### src/rtl/exc_pipe_ctrl.sv
// Exception-merging pipeline stage with a CP0 request/acknowledge handshake.
// Optional taken-exception counter enabled by defining EXC_PIPE_CNT_EN.
module exc_pipe_ctrl #(
  parameter int NSRC   = 4,
  parameter int CODE_W = 5,
  parameter int PC_W   = 32
) (
  input  logic                     clk,
  input  logic                     reset_n,
  input  logic                     valid_in,
  input  logic [PC_W-1:0]          pc_in,
  input  logic [31:0]              cause_in,
  input  logic                     exc_in,
  input  logic [NSRC-1:0]          src_req,
  input  logic [NSRC*CODE_W-1:0]   src_code,
  input  logic                     stall,
  input  logic                     flush,
  input  logic                     exc_ack,
  output logic                     valid_out,
  output logic [PC_W-1:0]          pc_out,
  output logic [31:0]              cause_out,
  output logic                     exc_req,
  output logic                     busy,
  output logic [15:0]              exc_cnt
);

  typedef enum logic [1:0] {
    IDLE  = 2'd0,
    REQ   = 2'd1,
    DRAIN = 2'd2
  } state_t;

  state_t            r_state;
  logic              r_valid;
  logic [PC_W-1:0]   r_pc;
  logic [31:0]       r_cause;
  logic              r_exc_req;
  logic              r_busy;

  logic [CODE_W-1:0] w_code;
  logic              w_exc;
  logic [31:0]       w_cause;
  logic              w_ack_take;
  logic              w_unused_cause;

  // Oldest exception wins; otherwise lowest-index local source.
  always_comb begin
    w_code = cause_in[CODE_W+1:2];
    if (!exc_in) begin
      w_code = '0;
      for (int i = NSRC - 1; i >= 0; i--) begin
        if (src_req[i]) w_code = src_code[i*CODE_W +: CODE_W];
      end
    end
  end

  assign w_exc          = valid_in & (exc_in | (|src_req));
  assign w_ack_take     = (r_state == REQ) & exc_ack;
  assign w_unused_cause = ^cause_in[30:0];

  always_comb begin
    w_cause    = '0;
    w_cause[31] = cause_in[31];
    if (w_exc) w_cause[CODE_W+1:2] = w_code;
  end

  always_ff @(posedge clk or negedge reset_n) begin
    if (!reset_n) begin
      r_state   <= IDLE;
      r_valid   <= 1'b0;
      r_pc      <= '0;
      r_cause   <= '0;
      r_exc_req <= 1'b0;
      r_busy    <= 1'b0;
    end else begin
      case (r_state)
        IDLE: begin
          if (flush) begin
            r_valid       <= 1'b0;
            r_cause[30:0] <= '0;
          end else if (!stall) begin
            r_valid <= valid_in;
            r_pc    <= pc_in;
            r_cause <= w_cause;
            if (w_exc) begin
              r_state   <= REQ;
              r_exc_req <= 1'b1;
              r_busy    <= 1'b1;
            end
          end
        end
        REQ: begin
          if (exc_ack) begin
            r_valid       <= 1'b0;
            r_cause[30:0] <= '0;
            r_state       <= DRAIN;
            r_exc_req     <= 1'b0;
          end
        end
        DRAIN: begin
          r_state <= IDLE;
          r_busy  <= 1'b0;
        end
        default: begin
          r_state   <= IDLE;
          r_exc_req <= 1'b0;
          r_busy    <= 1'b0;
        end
      endcase
    end
  end

  assign valid_out = r_valid;
  assign pc_out    = r_pc;
  assign cause_out = r_cause;
  assign exc_req   = r_exc_req;
  assign busy      = r_busy;

`ifdef EXC_PIPE_CNT_EN
  logic [15:0] r_exc_cnt;

  always_ff @(posedge clk or negedge reset_n) begin
    if (!reset_n) begin
      r_exc_cnt <= '0;
    end else if (w_ack_take && (r_exc_cnt != 16'hFFFF)) begin
      r_exc_cnt <= r_exc_cnt + 16'd1;
    end
  end

  assign exc_cnt = r_exc_cnt;
`else
  logic w_unused_ack;

  assign w_unused_ack = w_ack_take;
  assign exc_cnt      = 16'h0000;
`endif

endmodule

### config.mk
export PLATFORM = sky130hd
export DESIGN_NAME = exc_pipe_ctrl
export DESIGN_NICKNAME = d
export VERILOG_FILES = /design/src/rtl/exc_pipe_ctrl.sv
export SDC_FILE = /design/constraint.sdc
export NUM_CORES = 1
export LEC_CHECK = 0
export ABC_CLOCK_PERIOD_IN_PS = 1870
export CORE_MARGIN = 2
export CORE_UTILIZATION = 33
export CTS_CLUSTER_SIZE = 20
export DETAILED_ROUTE_END_ITERATION = 10
export PLACE_DENSITY_LB_ADDON = 0.3
export SETUP_SLACK_MARGIN = 0.02
export SLEW_MARGIN = 5
export SYNTH_ARGS = -nofsm -noshare
export SYNTH_HDL_FRONTEND = slang
export SYNTH_SLANG_ARGS = --single-unit
### constraint.sdc
create_clock -name clk -period 1.87 [get_ports clk]
set_input_delay 0.374 -clock clk [delete_from_list [all_inputs] [get_ports clk]]
set_output_delay 0.374 -clock clk [all_outputs]
set_load 0.05 [all_outputs]
Word-level counts from Yosys, hierarchy flattened
Index checks and enable logic that the tools add are counted.
{"block": "totals", "latch_bits": 0, "in_bits": 95, "out_inout_bits": 83, "ramBits": 0, "memories": 0, "rom_bits": 0, "register_bits": 69, "elab_cells": 52}
{"block": "classes", "shifts": 0, "n_bitwise": 6, "mux": 24, "multipliers": 0, "n_addsub": 0, "eq_ne": 7, "order_cmp": 0, "n_reduce_logical": 8, "div": 0}
{"op": "$mux W31", "n": 3}
{"op": "$pmux W31 S2", "n": 1}
{"op": "$mux W5", "n": 6}
{"op": "$mux W2", "n": 4}
{"op": "$ne A2 B2 Y1 const B", "n": 4}
{"op": "$reduce_and A4 Y1", "n": 2}
{"op": "$mux W1", "n": 6}
{"op": "$reduce_and A3 Y1", "n": 2}
{"op": "$reduce_and A5 Y1", "n": 1}
{"op": "$not A1 Y1", "n": 4}
{"op": "$pmux W1 S2", "n": 2}
{"op": "$pmux W2 S2", "n": 1}
{"op": "$reduce_or A4 Y1", "n": 1}
{"op": "$ne A3 B3 Y1 const B", "n": 1}
{"op": "$pmux W1 S3", "n": 1}
{"op": "$eq A2 B1 Y1 const B", "n": 1}
{"op": "$eq A2 B2 Y1 const B", "n": 1}
{"op": "$logic_not A2 Y1", "n": 1}
{"op": "$reduce_bool A2 Y1", "n": 1}
{"op": "$and A1 B1 Y1", "n": 1}
{"op": "$or A1 B1 Y1", "n": 1}

Depth between registers and ports, before layout
{"block": "depth", "ltp_word": 9, "ltp_mapped": 6, "ltp_nobuf": 4}

Worst setup path after synthesis
Ideal clock, no wire load.
{"block": "synth_path", "path_kind": "register to register", "startpoint": "register r_state[1]", "endpoint": "register r_cause[31], in the netlist cause_out[31]", "path_buffers": 1, "synth_period_minus_slack_ps": 1565, "t_arrival_ps": 1437, "setup_slack_ps": 305, "setup_ps": 128, "path_stages_with_launch": 4, "required_ps": 1742, "path_cell_list": "dfrtp_1 nor4_4 buf_2 mux2_1"}
{"block": "synth_via", "elab_chain_len": 2}
{"element": "start, declared", "line": "33", "text": "state_t r_state;"}
{"element": "start signal, assigned", "line": "69", "text": "r_state <= IDLE;"}
{"element": "start signal, assigned", "line": "86", "text": "r_state <= REQ;"}
{"element": "start signal, assigned", "line": "96", "text": "r_state <= DRAIN;"}
{"element": "$logic_not A2 Y1", "line": "76", "text": "case (r_state)"}
{"element": "$reduce_and A3 Y1 (no source line)"}
{"element": "end signal, assigned", "line": "84", "text": "r_cause <= w_cause;"}
{"element": "end, declared", "line": "36", "text": "logic [31:0] r_cause;"}
No other way between the ends.
A chain may end at the register's enable or synchronous reset.

Final worst setup path
{"block": "layout_path", "startpoint": "register r_pc[2], in the netlist pc_out[2]", "endpoint": "output port pc_out[2]"}
{"element": "start, declared", "line": "35", "text": "logic [PC_W-1:0] r_pc;"}
{"element": "start signal, assigned", "line": "83", "text": "r_pc <= pc_in;"}
{"element": "end, declared", "line": "20", "text": "output logic [PC_W-1:0] pc_out,"}
No word-level cell between the ends.

==> impl_metrics.py <==
metrics = {
    "global_route": {
        "grt_overflow": 0,
        "met3_usage": 0.05934,
        "grt_max_degree": 35,
        "grt_pass1_vias": 1639,
        "grt_first_pass_wirelength_um": 7907,
        "met2_usage": 0.2322,
        "grt_usage": 0.1370,
        "grt.busiest_layer": "met2",
        "antenna_found_initial": 0,
        "met1_usage": 0.1607,
    },
    "clock_network": {
        "cts_tree": "built",
        "root_buffer": "clkbuf_8",
        "cts_buffer_depth": 2,
        "clk_pin_slew_ps": 80,
        "h-tree-depth": 2,
        "cts.sinks": 43,
        "cts_buffers": 5,
        "clock_latency_ps": 290,
        "cts_setup_buffers": 0,
    },
    "floorplan": {
        "core-area_sq_um": 6350,
        "rows": 29,
        "io_pins": 178,
        "initial_core_util": 0.3413,
        "die_h_um": 85.04,
        "die_w_um": 85.04,
        "dieArea_sq_um": 7231,
    },
    "final_layout": {
        "final_nets": 391,
        "utilization": 0.5243,
        "diodes": 0,
        "drive_gt1_frac": 0.1582,
        "syn2layout_area_growth_pct": 53.64,
    },
    "worst_setup_path": {
        "crit_path_start": "pc_out[2]$_DFFE_PN0P_",
        "cp.required_ps": 1500,
        "cp_top_family": "buffers and inverters",
        "crit_path_top_delay_cell": "clkdlybuf4s50_1",
        "crit_buf_inv": 1,
        "path_class": "flop to output pin",
        "crit_chain": "clkdlybuf4s50_1",
        "rr_startpoint": "r_state[1]$_DFFE_PN0P_",
        "arrival_ps": 1440,
        "start_kind": "flop",
        "worstPathMaxFanout": 2,
        "max_stage_delay_ps": 800,
        "cp-end-kind": "output pin",
    },
    "detailed_routing": {
        "first_iter_violations": 51,
        "vias": 1658,
        "final_antenna_net_count": 0,
        "drc": 0,
        "wl_per_cell_um": 13.31,
        "vias_per_cell": 4.433,
        "wl_um": 4978,
        "first_pass_iters": 4,
    },
    "sta": {
        "rsz0062_at_grt": "false",
        "finalMaxSlewViolations": 0,
        "timing.fmax_mhz": 552.8,
        "tightest_slew_ps": 518.5,
        "post-route-period-util": 0.9674,
        "worst_slack_ps": 60.97,
        "maxSlewHeadroom": 0.6538,
        "fin_worst_skew_ps": 3.900,
        "setup_viol": 0,
        "layout_min_cycle_time_ps": 1809,
        "finalHoldViolCount": 0,
    },
    "power_and_ir_drop": {
        "power_w": 0.003494,
        "irDropWorstVdd_mv": 0.7246,
        "p_leak_nw": 1.623,
        "powerDensity_nw_per_um2": 1049,
    },
    "yosys": {
        "yosys.area.top_type": "dfrtp_1",
        "syn_area_sq_um": 2167,
        "synth_edf_count": 0,
        "ys_types": 27,
        "synthTopCellsByArea": "dfrtp_1 50%, mux2_1 17%, buf_4 15%",
        "synth_top_area_share": 0.4965,
        "synth_cells": 176,
        "synth_commonest_cells": "43 x dfrtp_1, 42 x buf_4, 33 x mux2_1, 9 x a21oi_1, 8 x inv_1",
        "yosysSeqAreaShare": 0.4965,
        "ys_ff_latch": 43,
        "synthArstFlopShare": 1.000,
        "yosysMostFrequentCell": "dfrtp_1",
        "ys.flop_type": "dfrtp_1",
        "syn_avg_cell_area_sq_um": 12.31,
        "synth_warnings": 0,
    },
    "placed_design": {
        "io_buffer_count": 109,
        "globalplace.congestion": 0.7432,
        "dpl.hpwl_um": 3914,
        "pre_cts_ws_ps": -110.6,
    },
    "outcome": {
        "status": "finished clean",
    },
    "run": {
        "maxCapViolCount": 0,
    },
    "min_path": {
        "hold_path_class": "primary input to async pin",
    },
}
==> layout make-up <==
cell class	instances	area (sq um)
Inverter	8	30.03
Timing Repair Buffer	120	1156
Clock buffer	5	68.82
Multi-Input combinational cell	118	858.3
Tap cell	77	96.34
Sequential cell	43	1076
Fill cell	571	3020
Clock inverter	3	43.79
==> report_power, final <==
group          leakage [nW]  total, W  switching [W]  internal, W
clock                0.0581  0.000722       0.000324     0.000398
combinational          1.04   0.00157        0.00106     0.000513
sequential            0.521   0.00120      0.0000906      0.00111
==> worst reg2reg max path, cell delays in order (launching register included) <==
cell and delay (ps):
dfrtp_1 470, nor4_4 330, buf_12 250, mux2_1 390
==> repair_timing <==
item	4_1_cts	5_1_grt
endpoints found under the setup margin	2	14
resized for setup	2	14
endpoints found under the hold margin	6	0
hold buffers	1	0
==> stage by stage <==
stage | instances | cell area [sq um] | TNS [ps] | hold slack, ps
after detailed placement | 365 | 3174 | -3288 | 218.8
after CTS | 374 | 3294 | 0 | 428.6
after global placement | 365 | 3174 | -3046 | 223.7
after floorplan | 217 | 2321 | 0 | 78.41
final | 374 | 3329 | 0 | 436.0
after global routing | 374 | 3329 | 0 | 446.0
==> per-layer routing <==
| metal | up-vias | routed length, um |
|---|---|---|
| met5 | - | 0 |
| met4 | 0 | 15 |
| met3 | 2 | 643 |
| met2 | 106 | 2478 |
| met1 | 773 | 1840 |
| li1 | 777 | - |
==> registers in the layout (all words and copies together) (netlist names) <==
register and cells:
busy 1, exc_req 1, cause_out 6, r_state 2, pc_out 32, valid_out 1
==> logic make-up (layout without fill, tap and decap cells) <==
group | after synthesis | in the layout | synth area share
simple gates | 13 | 13 | 0.04215
buf+inv | 56 | 136 | 0.1784
flops | 43 | 43 | 0.4965
other cells | 1 | 42 | 0.001730
mux | 33 | 33 | 0.1715
compound gates | 30 | 30 | 0.1097
==> final timing paths <==
path                                             to  slack, ps  cells after the start
max                                       pc_out[2]         60                      1
min                          pc_out[26]$_DFFE_PN0P_        440                      2
max reg2reg                   pc_out[0]$_DFFE_PN0P_        330                      3
min reg2reg                  pc_out[18]$_DFFE_PN0P_        480                      1
max in group asynchronous  cause_out[6]$_DFFE_PN0P_        930                      3
min in group clk             pc_out[18]$_DFFE_PN0P_        480                      1
==> cells in the final DEF, fill, tap and decap left out <==
cell,Yosys,layout
clkinv_2,0,1
nand2_1,3,3
bufinv_16,0,1
clkinv_4,0,1
a221o_1,4,4
o2bb2ai_1,4,4
dlygate4sd2_1,0,2
a22oi_1,1,1
dlygate4sd3_1,0,1
o21ai_0,2,2
conb_1,1,42
o32ai_1,1,1
dlymetal6s2s_1,0,14
mux2_1,33,33
buf_4,42,33
o2bb2ai_2,1,1
and2b_1,1,1
dfrtp_1,43,43
nor3_1,1,1
o21ai_1,2,2
nor2b_1,2,2
nor2_1,2,2
nor4_4,1,1
nand2b_1,1,1
or2_1,1,1
buf_12,0,1
clkdlybuf4s50_1,0,68
inv_1,8,8
a222oi_1,5,5
clkbuf_8,0,5
o41ai_2,1,1
a21oi_1,9,9
or4b_4,1,1
buf_2,3,1
(Power assumes the default switching activity.)
